File: config.mk
export PLATFORM = sky130hd
export DESIGN_NAME = arm_hazard_scoreboard
export DESIGN_NICKNAME = d
export VERILOG_FILES = /design/src/rtl/arm_pipe_pkg.sv /design/src/rtl/arm_hazard_tracker_entry.sv /design/src/rtl/arm_hazard_scoreboard.sv
export SDC_FILE = /design/constraint.sdc
export NUM_CORES = 1
export LEC_CHECK = 0
export ABC_CLOCK_PERIOD_IN_PS = 2400
export BUFFER_PORTS_ARGS = -buffer_cell sky130_fd_sc_hd__buf_2
export CELL_PAD_IN_SITES_DETAIL_PLACEMENT = 1
export CELL_PAD_IN_SITES_GLOBAL_PLACEMENT = 2
export CORE_ASPECT_RATIO = 1.5
export CORE_MARGIN = 2
export CORE_UTILIZATION = 23
export CTS_CLUSTER_DIAMETER = 150
export DETAILED_ROUTE_END_ITERATION = 6
export PLACE_DENSITY_LB_ADDON = 0.2
export SETUP_SLACK_MARGIN = 0.2
export SLEW_MARGIN = 20
export SYNTH_ARGS = -nofsm -noshare
export SYNTH_HDL_FRONTEND = slang
export SYNTH_SLANG_ARGS = --single-unit
File: constraint.sdc
create_clock -name clk -period 2.4 [get_ports clk]
set_input_delay 0.12 -clock clk [delete_from_list [all_inputs] [get_ports clk]]
set_output_delay 0.12 -clock clk [all_outputs]
set_load 0.01 [all_outputs]
File: src/rtl/arm_pipe_pkg.sv
// -----------------------------------------------------------------------------
// arm_pipe_pkg
// Shared definitions for the ARM pipeline hazard/forwarding logic.
//   REG_AW      : architectural register-address width (16 registers)
//   FWD_RF      : forward-select code meaning "operand comes from the regfile"
//   FWD_MEM     : forward-select code for the stage right after EXE; stage j
//                 after EXE is encoded as FWD_MEM + (j - 1)
//   trk_entry_t : one in-flight destination tracked between ID and WB
// Optional feature macro used by the consumers of this package:
//   ARM_FORWARDING_EN
// -----------------------------------------------------------------------------
package arm_pipe_pkg;

  localparam int REG_AW  = 4;
  localparam int FWD_RF  = 0;
  localparam int FWD_MEM = 1;

  typedef struct packed {
    logic              valid;
    logic              wb_en;
    logic              is_load;
    logic [REG_AW-1:0] dest;
  } trk_entry_t;

endpackage

File: src/rtl/arm_hazard_tracker_entry.sv
// -----------------------------------------------------------------------------
// arm_hazard_tracker_entry
// One slot of the in-flight destination shift-pipeline. Captures i_entry when
// i_take is high, otherwise loads a bubble (all fields cleared).
// Ports:
//   clk            in   clock, rising edge
//   rst_n          in   asynchronous active-low reset, clears the slot
//   i_take         in   capture i_entry this cycle (else bubble)
//   i_entry        in   entry presented by the previous stage (or ID)
//   o_entry        out  registered slot contents
//   o_load_pending out  slot holds a load whose data is not yet forwardable
// Parameters:
//   INDEX       position of this slot (0 = EXE)
//   LOAD_STAGE  first slot index from which load data can be forwarded
// -----------------------------------------------------------------------------
module arm_hazard_tracker_entry
  import arm_pipe_pkg::*;
#(
  parameter int INDEX      = 0,
  parameter int LOAD_STAGE = 1
) (
  input  logic       clk,
  input  logic       rst_n,
  input  logic       i_take,
  input  trk_entry_t i_entry,
  output trk_entry_t o_entry,
  output logic       o_load_pending
);

  // Slots ahead of the load-data stage still see a load as unresolved.
  localparam logic EARLY_SLOT = (INDEX < LOAD_STAGE) ? 1'b1 : 1'b0;

  trk_entry_t r_entry;

  // Slot register: capture the incoming entry or fall back to a bubble.
  always_ff @(posedge clk or negedge rst_n) begin
    if (!rst_n) begin
      r_entry <= '{valid: 1'b0, wb_en: 1'b0, is_load: 1'b0, dest: {REG_AW{1'b0}}};
    end else if (i_take) begin
      r_entry <= i_entry;
    end else begin
      r_entry <= '{valid: 1'b0, wb_en: 1'b0, is_load: 1'b0, dest: {REG_AW{1'b0}}};
    end
  end

  assign o_entry        = r_entry;
  assign o_load_pending = EARLY_SLOT & r_entry.valid & r_entry.is_load;

endmodule

File: src/rtl/arm_hazard_scoreboard.sv
// -----------------------------------------------------------------------------
// arm_hazard_scoreboard
// Hazard/forwarding unit: tracks in-flight destinations in a PIPE_DEPTH-slot
// shift-pipeline (slot 0 = EXE), stalls IF/ID on unresolved dependencies,
// produces registered EXE forward selects and counts stall cycles.
// Ports:
//   clk, rst             clock (rising) / asynchronous active-low reset
//   id_valid             ID holds a real instruction
//   id_wb_en             ID instruction writes a register
//   id_mem_read          ID instruction is a load
//   id_dest              ID destination register
//   src1, src2           ID source registers (Rn, Rm/Rd-for-store)
//   one_src, two_src     src1 / src2 are actually read
//   flush                branch taken: squash the ID instruction
//   stall                freeze PC and IF/ID, bubble into ID/EXE
//   sel_src1, sel_src2   EXE forward select: 0 = regfile, j = stage j after EXE
//   stall_cnt            saturating stall-cycle counter
// Configuration macro:
//   ARM_FORWARDING_EN    defined  : forward from any slot, stall only on load-use
//                        undefined: stall on any match, selects tied to 0
// -----------------------------------------------------------------------------
module arm_hazard_scoreboard
  import arm_pipe_pkg::*;
#(
  parameter  int PIPE_DEPTH = 2,
  parameter  int LOAD_STAGE = 1,
  parameter  int CNT_W      = 16,
  localparam int SW         = $clog2(PIPE_DEPTH + 1)
) (
  input  logic              clk,
  input  logic              rst,
  input  logic              id_valid,
  input  logic              id_wb_en,
  input  logic              id_mem_read,
  input  logic [REG_AW-1:0] id_dest,
  input  logic [REG_AW-1:0] src1,
  input  logic [REG_AW-1:0] src2,
  input  logic              one_src,
  input  logic              two_src,
  input  logic              flush,
  output logic              stall,
  output logic [SW-1:0]     sel_src1,
  output logic [SW-1:0]     sel_src2,
  output logic [CNT_W-1:0]  stall_cnt
);

  localparam logic [CNT_W-1:0] CNT_MAX = {CNT_W{1'b1}};

  trk_entry_t            w_entry   [PIPE_DEPTH];
  trk_entry_t            w_slot_in [PIPE_DEPTH];
  logic                  w_slot_take [PIPE_DEPTH];
  logic [PIPE_DEPTH-1:0] w_load_pending;
  trk_entry_t            w_id_entry;
  logic [PIPE_DEPTH-1:0] w_m1;
  logic [PIPE_DEPTH-1:0] w_m2;
  logic                  w_hazard;
  logic                  w_issue;
  logic [CNT_W-1:0]      r_stall_cnt;

  // Stall is suppressed by flush (flush wins) and when ID is empty.
  assign stall   = w_hazard & id_valid & ~flush;
  assign w_issue = id_valid & ~stall & ~flush;

  // Pack the ID instruction into a tracker entry.
  always_comb begin
    w_id_entry = '{valid: 1'b1, wb_en: id_wb_en, is_load: id_mem_read, dest: id_dest};
  end

  // Slot chain: slot 0 fed by ID, every later slot by its predecessor.
  for (genvar g = 0; g < PIPE_DEPTH; g++) begin : g_slot
    if (g == 0) begin : g_head
      assign w_slot_in[g]   = w_id_entry;
      assign w_slot_take[g] = w_issue;
    end else begin : g_body
      assign w_slot_in[g]   = w_entry[g-1];
      assign w_slot_take[g] = 1'b1;
    end

    arm_hazard_tracker_entry #(
      .INDEX      (g),
      .LOAD_STAGE (LOAD_STAGE)
    ) u_entry (
      .clk            (clk),
      .rst_n          (rst),
      .i_take         (w_slot_take[g]),
      .i_entry        (w_slot_in[g]),
      .o_entry        (w_entry[g]),
      .o_load_pending (w_load_pending[g])
    );
  end

  // Per-slot source matches; R15 gets no special treatment.
  always_comb begin
    w_m1 = {PIPE_DEPTH{1'b0}};
    w_m2 = {PIPE_DEPTH{1'b0}};
    for (int k = 0; k < PIPE_DEPTH; k++) begin
      w_m1[k] = one_src & w_entry[k].valid & w_entry[k].wb_en & (w_entry[k].dest == src1);
      w_m2[k] = two_src & w_entry[k].valid & w_entry[k].wb_en & (w_entry[k].dest == src2);
    end
  end

`ifdef ARM_FORWARDING_EN

  localparam logic [PIPE_DEPTH-1:0] LSB_ONE = {{(PIPE_DEPTH-1){1'b0}}, 1'b1};

  logic [PIPE_DEPTH-1:0] w_first1;
  logic [PIPE_DEPTH-1:0] w_first2;
  logic [SW-1:0]         w_idx1;
  logic [SW-1:0]         w_idx2;
  logic [SW-1:0]         r_sel1;
  logic [SW-1:0]         r_sel2;
  logic                  w_unused_tail;

  // Youngest match = lowest set bit; only it decides load-use and the select.
  always_comb begin
    w_first1 = w_m1 & (~w_m1 + LSB_ONE);
    w_first2 = w_m2 & (~w_m2 + LSB_ONE);
    w_idx1   = {SW{1'b0}};
    w_idx2   = {SW{1'b0}};
    for (int k = 0; k < PIPE_DEPTH; k++) begin
      w_idx1 = w_first1[k] ? SW'(k) : w_idx1;
      w_idx2 = w_first2[k] ? SW'(k) : w_idx2;
    end
    w_hazard = (|(w_first1 & w_load_pending)) | (|(w_first2 & w_load_pending));
  end

  // EXE forward selects: the producer moves one slot as the consumer enters EXE.
  always_ff @(posedge clk or negedge rst) begin
    if (!rst) begin
      r_sel1 <= SW'(FWD_RF);
      r_sel2 <= SW'(FWD_RF);
    end else begin
      r_sel1 <= (w_issue & (|w_m1)) ? (w_idx1 + SW'(FWD_MEM)) : SW'(FWD_RF);
      r_sel2 <= (w_issue & (|w_m2)) ? (w_idx2 + SW'(FWD_MEM)) : SW'(FWD_RF);
    end
  end

  assign sel_src1 = r_sel1;
  assign sel_src2 = r_sel2;

  // The last slot's load flag has no further consumer.
  assign w_unused_tail = w_entry[PIPE_DEPTH-1].is_load;

`else

  logic w_unused_tail;

  // Without forwarding any in-flight producer blocks the consumer.
  always_comb begin
    w_hazard = (|w_m1) | (|w_m2);
  end

  assign sel_src1 = {SW{1'b0}};
  assign sel_src2 = {SW{1'b0}};

  // Load tracking only matters when forwarding is built in.
  assign w_unused_tail = ^{w_load_pending, w_entry[PIPE_DEPTH-1].is_load};

`endif

  // Saturating stall-cycle counter.
  always_ff @(posedge clk or negedge rst) begin
    if (!rst) begin
      r_stall_cnt <= {CNT_W{1'b0}};
    end else if (stall && (r_stall_cnt != CNT_MAX)) begin
      r_stall_cnt <= r_stall_cnt + CNT_W'(1);
    end else begin
      r_stall_cnt <= r_stall_cnt;
    end
  end

  assign stall_cnt = r_stall_cnt;

endmodule

Word-level counts from Yosys, hierarchy flattened

Cells that the tools add are included.

Register bits after elaboration: 28
Input bits: 20
Word-level logic and storage cells: 36

$add $sub $neg: 1
Equal/unequal tests: 5
Multiplexer cells: 1
Bitwise operators: 19
Reductions and logical operators: 3

Operators with widths:

| cell                                                             | count |
|---|---|
| 16-bit by 1-bit adder with 16-bit output (second input constant) | 1 |
| 1-bit AND                                                        | 16 |
| 4-bit == test                                                    | 4 |
| 16-bit != test (second input constant)                           | 1 |
| 7-bit two-way mux                                                | 1 |
| 2-bit OR reduction                                               | 2 |
| 1-bit inverter                                                   | 2 |
| 1-bit logical AND                                                | 1 |
| 1-bit bitwise OR                                                 | 1 |

Logic depth before layout (Yosys ltp)

Gate-level depths: netlist of run 1.

Depth in word-level cells: 11
Gate-level depth with buffers: 8
Depth with buffers taken out: 6

By module

From an unflattened synthesis of run 1, not the netlist that was laid out.

Cell total of the unflattened synthesis: 142
Area, all modules: 1537.7 um^2

By module, submodules not included:

| module                                       | times used | cells each | area each (um^2) | seq. area each (um^2) |
|---|---|---|---|---|
| arm_hazard_scoreboard                        | 1          | 111        | 1082.3           | 400.4 |
| arm_hazard_tracker_entry (g_slot[1].u_entry) | 1          | 16         | 230.2            | 175.2 |
| arm_hazard_tracker_entry (g_slot[0].u_entry) | 1          | 15         | 225.2            | 175.2 |

Worst setup path before layout of run 1

OpenSTA, ideal clock, no wires.

Path kind: register to register
Start: register g_slot[0].u_entry.r_entry (netlist bit g_slot[0].u_entry.o_entry[1])
End: register r_stall_cnt[1] (netlist: stall_cnt[1])
Library setup time: 125 ps
Arrival time: 1722 ps
Slack: 553 ps
Stages on the path, launching flop included: 8
Path buffers: 1
Path through: dfrtp_1 xnor2_1 nand4_1 nor4_1 or4_1 buf_6 nand2_1 mux2_2

Word-level cells in the longest chain between the ends: 7

RTL lines:

| element                                 | line                                                     | text |
|---|---|---|
| from (decl)                             | arm_hazard_tracker_entry.sv:33                           | `trk_entry_t r_entry;` |
| from (signal assigned)                  | arm_hazard_tracker_entry.sv:38                           | `r_entry <= '{valid: 1'b0, wb_en: 1'b0, is_load: 1'b0, dest: {REG_AW{1'b0}}};` |
| from (signal assigned)                  | arm_hazard_tracker_entry.sv:40                           | `r_entry <= i_entry;` |
| from (signal assigned)                  | arm_hazard_tracker_entry.sv:42                           | `r_entry <= '{valid: 1'b0, wb_en: 1'b0, is_load: 1'b0, dest: {REG_AW{1'b0}}};` |
| 4-bit == test, on equally long branches | arm_hazard_scoreboard.sv:97, arm_hazard_scoreboard.sv:98 |  |
| 1-bit AND, on equally long branches     | arm_hazard_scoreboard.sv:97, arm_hazard_scoreboard.sv:98 |  |
| 2-bit OR reduction                      | arm_hazard_scoreboard.sv:150                             | `w_hazard = (\|w_m1) \| (\|w_m2);` |
| 1-bit bitwise OR (*)                    | arm_hazard_scoreboard.sv:150                             |  |
| 1-bit AND (*) (2 in series)             | arm_hazard_scoreboard.sv:61                              | `assign stall = w_hazard & id_valid & ~flush;` |
| 1-bit logical AND (*)                   | arm_hazard_scoreboard.sv:165                             | `end else if (stall && (r_stall_cnt != CNT_MAX)) begin` |
| to (signal assigned)                    | arm_hazard_scoreboard.sv:164                             | `r_stall_cnt <= {CNT_W{1'b0}};` |
| to (signal assigned)                    | arm_hazard_scoreboard.sv:166                             | `r_stall_cnt <= r_stall_cnt + CNT_W'(1);` |
| to (signal assigned)                    | arm_hazard_scoreboard.sv:168                             | `r_stall_cnt <= r_stall_cnt;` |
| to (decl)                               | arm_hazard_scoreboard.sv:58                              | `logic [CNT_W-1:0] r_stall_cnt;` |

Mark *: on every way between the ends. The rest lies on a longest branch, timed or not.
A chain may end at the register's enable or synchronous reset.

Worst setup path after layout of run 1

Start: register g_slot[0].u_entry.r_entry (netlist bit g_slot[0].u_entry.o_entry[1])
End: output port stall

Word-level cells in the longest chain between the ends: 6

RTL lines:

| element                                 | line                                                     | text |
|---|---|---|
| 4-bit == test, on equally long branches | arm_hazard_scoreboard.sv:97, arm_hazard_scoreboard.sv:98 |  |
| 1-bit AND, on equally long branches     | arm_hazard_scoreboard.sv:97, arm_hazard_scoreboard.sv:98 |  |
| 2-bit OR reduction                      | arm_hazard_scoreboard.sv:150                             |  |
| 1-bit bitwise OR (*)                    | arm_hazard_scoreboard.sv:150                             |  |
| 1-bit AND (*) (2 in series)             | arm_hazard_scoreboard.sv:61                              |  |
| to (decl)                               | arm_hazard_scoreboard.sv:41                              | `output logic stall,` |

Marks and branches as above.

==> results_dict.tcl, run 1 <==
set metrics [dict create \
    cp_cell_sequence "xnor2_1 -> nand4_1 -> nor4_1 -> or4_4 -> and2_1 -> buf_2" \
    maxSlewViolCount 0 \
    critPathArrivalTime_ns 1.95 \
    grt_usage_pct 10.76 \
    hpwl_um 2695 \
    grt_pass1_vias 1212 \
    finalHoldViolCount 0 \
    boundaryPins 41 \
    routed-via-count 1095 \
    drt_pre_antenna_iters 2 \
    numPortBuffers 35 \
    syn-cell-area_mm2 0.001415 \
    min_path_type "in2reg" \
    final_cell_mix "buf_2, dfrtp_1, xnor2_1" \
    relSlewSlack_pct 57.04 \
    ant_nets 0 \
    cts_buffers 3 \
    overflow 0 \
    start_kind "register" \
    drt-total-wl_um 3393 \
    fp-row-count 35 \
    power_density_mw_per_mm2 487.6 \
    cp-end-kind "output port" \
    start_util_pct 23.42 \
    fp.dieH_um 100.1 \
    htreeDepth 1 \
    crit_type "reg2out" \
    netlist_instances 130 \
    clk_latency_ns 0.27 \
    syn_to_final_growth_pct 22.99 \
    drt-vias-per-instance 4.469 \
    ys_types 29 \
    drive_gt1_share_pct 28.65 \
    antennaDiodeCount 0 \
    p_leak_nw 0.8469 \
    synth-edff-count 0 \
    rsz0062_at_grt "false" \
    ys_top_cells_by_area "dfrtp_1, xnor2_1, xor2_1, nand4_1, and2_1" \
    vdd_drop_max_mv 0.1406 \
    async_flop_share_pct 100.0 \
    grt_max_degree 29 \
    rrSetupSlack_ns 0.47 \
    die_width_um 68.05 \
    cts_buffer_depth 2 \
    wl_per_cell_um 13.85 \
    clkTransAtPathRegs_ns 0.09 \
    max_stage_delay_ns 0.64 \
    grt_pass1_wl_um 5582 \
    drv_cap 0 \
    fmax_ghz 0.4826 \
    worstPathRequired_ns 2.28 \
    multi_input_area_um2 673.1 \
    synth_warnings 0 \
    path_max_fanout 11 \
    antenna_found_initial 0 \
    fin_hold_ws_ns 0.05513 \
    yosys.area.top_type "dfrtp_1" \
    postCtsSetupBuffers 0 \
    synth_area_per_cell_um2 10.89 \
    finClkSkew_ns 0.003374 \
    final_common_cell "buf_2" \
    synth.top_cell.area_share_pct 49.51 \
    yosysSeqAreaShare_pct 49.51 \
    route.detailed.drc 0 \
    ys_ff_latch 28 \
    cts_sinks 28 \
    min_period_ns 2.072 \
    fin_setup_tns_ns 0 \
    coreArea_mm2 0.006043 \
    ff_latch_area_um2 700.7 \
    nNetsFinal 193 \
    clock_tree.root_cell "clkbuf_8" \
    tightestPinTransition_ns 0.6444 \
    crit_slowest_cell "or4_4" \
    cts_tree "built" \
    period_share_pct 86.34 \
    finalSetupViolCount 0 \
    drt_iter0_drc 19 \
    routabilityCongestion 0.6874 \
    die-area_mm2 0.006809 \
    status "complete, no violations" \
    synth_flop_cell "dfrtp_1" \
    fillers 712 \
]
## area by class of cell
cell class	count	share of cell area (%)
well taps	74	5.320
repair buffers	40	12.37
flip-flops and latches	28	40.26
inverters	1	0.2157
multi-input cells	98	38.68
clock buffers	4	3.163
## cells in the mapped netlist, types with 2 or more instances
master	number
xnor2_1	15
nand4_1	8
buf_4	4
nor2b_1	2
buf_6	2
nor2_1	3
and3_1	6
nand2_1	10
dfrtp_1	28
nand4b_1	2
xor2_1	13
mux2_2	2
nand3_1	7
and2_1	7
nor3_1	2
a21oi_1	2
nor4_1	5
## repair_timing
item	4_1_cts	5_1_grt
hold endpoints to repair	28	0
resized for setup	1	0
endpoints found under the setup margin	1	0
hold buffers	1	0
## cell families (layout without fill, tap and decap cells)
group | after synthesis | count (layout) | share of synthesized area [%]
flip-flops | 28 | 28 | 49.51
adder cells (fa/ha/maj) | 1 | 1 | 0.8840
multiplexers | 2 | 2 | 1.591
XOR/XNOR | 28 | 28 | 17.33
AND/OR/NAND/NOR | 57 | 57 | 23.52
buffers and inverters | 7 | 45 | 3.978
AO/OA/AOI/OAI | 6 | 6 | 2.919
other | 1 | 4 | 0.2650
## state kept, by name, summed over array words and instances (netlist names)
signal                  count
g_slot.u_entry.o_entry     12
stall_cnt                  16
## path summary, 6_finish.rpt
kind	startpoint	to	cells past startpoint
max	g_slot[0].u_entry.o_entry[1]	stall	6
min	id_dest[0]	g_slot[0].u_entry.o_entry[0]	2
max reg2reg	g_slot[0].u_entry.o_entry[1]	stall_cnt[1]	6
min reg2reg	g_slot[0].u_entry.o_entry[5]	g_slot[1].u_entry.o_entry[5]	0
max in group asynchronous	rst	g_slot[0].u_entry.o_entry[5]	2
min in group asynchronous	rst	stall_cnt[12]	2
## metrics by stage
step,power (mW),setup slack (ns),cell area (um2),instances,utilization (%)
floorplan,0.5320,0.5529,1426,133,-
global placement,0.5658,0.2466,1672,240,27.66
detailed placement,0.5682,0.2444,1672,240,27.66
CTS,0.8676,0.2892,1740,245,28.80
global route,0.8971,0.2127,1740,245,28.80
finish,0.8486,0.3278,1740,245,28.80
## where the power goes
group	internal [mW]	switching, mW	leakage [nW]
clock network	0.147	0.144	0.0288
logic	0.0296	0.0387	0.434
registers	0.481	0.00866	0.384
## metal layers
layer,wire length (um),track usage (%),vias to the layer above
met5,0,0,-
met4,27,3.231,0
met3,145,1.345,2
met2,1804,19.19,24
met1,1415,13.09,544
li1,-,-,525
## worst max-delay path: cells and delay by family (launching register included)
kind	cells	cell delay, ns
flops	1	0.42
buf+inv	1	0.13
simple gates	4	0.99
xor+xnor	1	0.13
Power figures use the tool's default switching activity.
==> run 2: changes to the inputs <==
Settings changed: HOLD_SLACK_MARGIN set to 0.08.
==> run 2 against run 1 <==
Compared with the run above:
- critical path depth stayed put
- die area unchanged
- utilization is 0.83 points higher
- first-iteration DRC count did not move
- clock skew about the same
- flip-flop and latch count did not move
- largest cell class unchanged
- highest routed layer unchanged
==> results_dict.tcl, run 2 (synthesis gave the netlist of run 1 again) <==
set metrics [dict create \
    power.share.sequential_pct 57.2 \
    vdd_drop_max_mv 0.1406 \
    fillers 714 \
    relSlewSlack_pct 57.01 \
    fp.dieH_um 100.1 \
    path_max_fanout 11 \
    die_width_um 68.05 \
    rsz0062_at_grt "false" \
    nNetsFinal 198 \
    syn_to_final_growth_pct 26.53 \
    drv_cap 0 \
    cts_buffer_depth 2 \
    p_leak_nw 0.8678 \
    switching_share_pct 22.54 \
    grt_max_degree 29 \
    clk_latency_ns 0.27 \
    worstPathRequired_ns 2.28 \
    drive_gt1_share_pct 27.84 \
    clockPowerShare_pct 34.0 \
    fp-row-count 35 \
    clkTransAtPathRegs_ns 0.09 \
    finClkSkew_ns 0.003138 \
    min_path_type "in2reg" \
    largest_reg_flops 16 \
    ant_nets 0 \
    maxSlewViolCount 0 \
    switching_power_mw 0.1928 \
    numPortBuffers 35 \
    clock_tree.root_cell "clkbuf_8" \
    grt_pass1_vias 1212 \
    drt-vias-per-instance 4.424 \
    grt_usage_pct 10.82 \
    use_met3_pct 1.233 \
    r2r-end "stall_cnt[1]" \
    drt_pre_antenna_iters 2 \
    fin_setup_tns_ns 0 \
    hp-start "id_valid" \
    power_density_mw_per_mm2 477.7 \
    worstHoldEndpoint "g_slot[0].u_entry.o_entry[6]" \
    crit_type "reg2out" \
    grt_busiest_layer "met2" \
    use_met1_pct 13.37 \
    wl_per_cell_um 13.67 \
    cp-end-kind "output port" \
    multi_input_area_um2 673.1 \
    antennaDiodeCount 0 \
    period_share_pct 86.41 \
    final_cell_mix "buf_2, dfrtp_1, xnor2_1" \
    status "complete, no violations" \
    critPathArrivalTime_ns 1.95 \
    finalHoldViolCount 0 \
    combinationalPowerShare_pct 8.7 \
    die-area_mm2 0.006809 \
    grt_util_met2_pct 19.19 \
    start_kind "register" \
    reg2reg_depth 6 \
    antenna_found_initial 0 \
    reg2reg_from "g_slot[0].u_entry.o_entry[1]" \
    cts_tree "built" \
    tightestPinTransition_ns 0.6449 \
    hpwl_um 2695 \
    ff_latch_area_um2 700.7 \
    overflow 0 \
    routed-via-count 1106 \
    grt_pass1_wl_um 5616 \
    fmax_ghz 0.4822 \
    finalSetupViolCount 0 \
    fin_util_pct 29.63 \
    drt_iter0_drc 19 \
    routabilityCongestion 0.6874 \
    rrSetupSlack_ns 0.47 \
    cts_buffers 3 \
    coreArea_mm2 0.006043 \
    holdPathStages 3 \
    route.detailed.drc 0 \
    start_util_pct 23.42 \
    internal-power_mw 0.6625 \
    cts_sinks 28 \
    min_period_ns 2.074 \
    drt-total-wl_um 3417 \
    htreeDepth 1 \
    boundaryPins 41 \
    final_common_cell "buf_2" \
]
run 2: changes by cell type in the layout (fill, tap and decap cells not counted):
cell / change
dlygate4sd3_1: +5
run 2: worst max-delay path by stage:
stage                                      start           end  slack [ns]  depth (start not counted)
floorplan           g_slot[0].u_entry.o_entry[1]  stall_cnt[1]        0.55                          7
global placement    g_slot[0].u_entry.o_entry[1]  stall_cnt[1]        0.25                          6
global route        g_slot[0].u_entry.o_entry[2]         stall        0.21                          5
finish              g_slot[0].u_entry.o_entry[1]         stall        0.33                          6
detailed placement  g_slot[0].u_entry.o_entry[1]  stall_cnt[1]        0.24                          6
CTS                 g_slot[0].u_entry.o_entry[1]         stall        0.29                          6
run 2: cell type report:
class | count | area share (%)
Timing Repair Buffer | 45 | 14.81
Clock buffer | 4 | 3.075
Sequential cell | 28 | 39.13
Tap cell | 74 | 5.171
Multi-Input combinational cell | 98 | 37.60
Inverter | 1 | 0.2096
run 2: timing repair:
item	in CTS	in global routing
hold buffers	6	0
setup endpoints to repair	1	0
gates resized for setup	1	0
buffers inserted	0	0
hold endpoints to repair	33	0
run 2: critical path, cell delays in order, from the launching register on:
cell     delay (ns)
dfrtp_1        0.42
xnor2_1        0.14
nand4_1        0.09
nor4_1         0.06
or4_4          0.64
and2_1         0.20
buf_2          0.13
run 2: metal layers:
metal | part of all wire (%) | wire length, um
met2 | 53 | 1811
met4 | 0.79 | 27
met3 | 4.2 | 145
met5 | 0 | 0
met1 | 42 | 1432
run 2: power groups by stage:
stage / Combinational [mW] / Sequential, mW / Clock, mW
after floorplan: 0.0342 / 0.498 / 0
after global placement: 0.0674 / 0.498 / 0
after detailed placement: 0.0690 / 0.499 / 0
after CTS: 0.0772 / 0.490 / 0.307
after global routing: 0.0844 / 0.491 / 0.329
final: 0.0748 / 0.490 / 0.291
run 2: per-stage QoR:
| stage | std cells | power [mW] | cell area, um2 | hold slack (ns) | setup slack (ns) |
|---|---|---|---|---|---|
| global placement | 240 | 0.5658 | 1672 | 0.1857 | 0.2466 |
| global route | 250 | 0.9042 | 1790 | 0.2563 | 0.2127 |
| finish | 250 | 0.8554 | 1790 | 0.2248 | 0.3262 |
| detailed placement | 240 | 0.5682 | 1672 | 0.1960 | 0.2444 |
| CTS | 250 | 0.8741 | 1790 | 0.2220 | 0.2892 |
| floorplan | 133 | 0.5320 | 1426 | -0.1756 | 0.5529 |
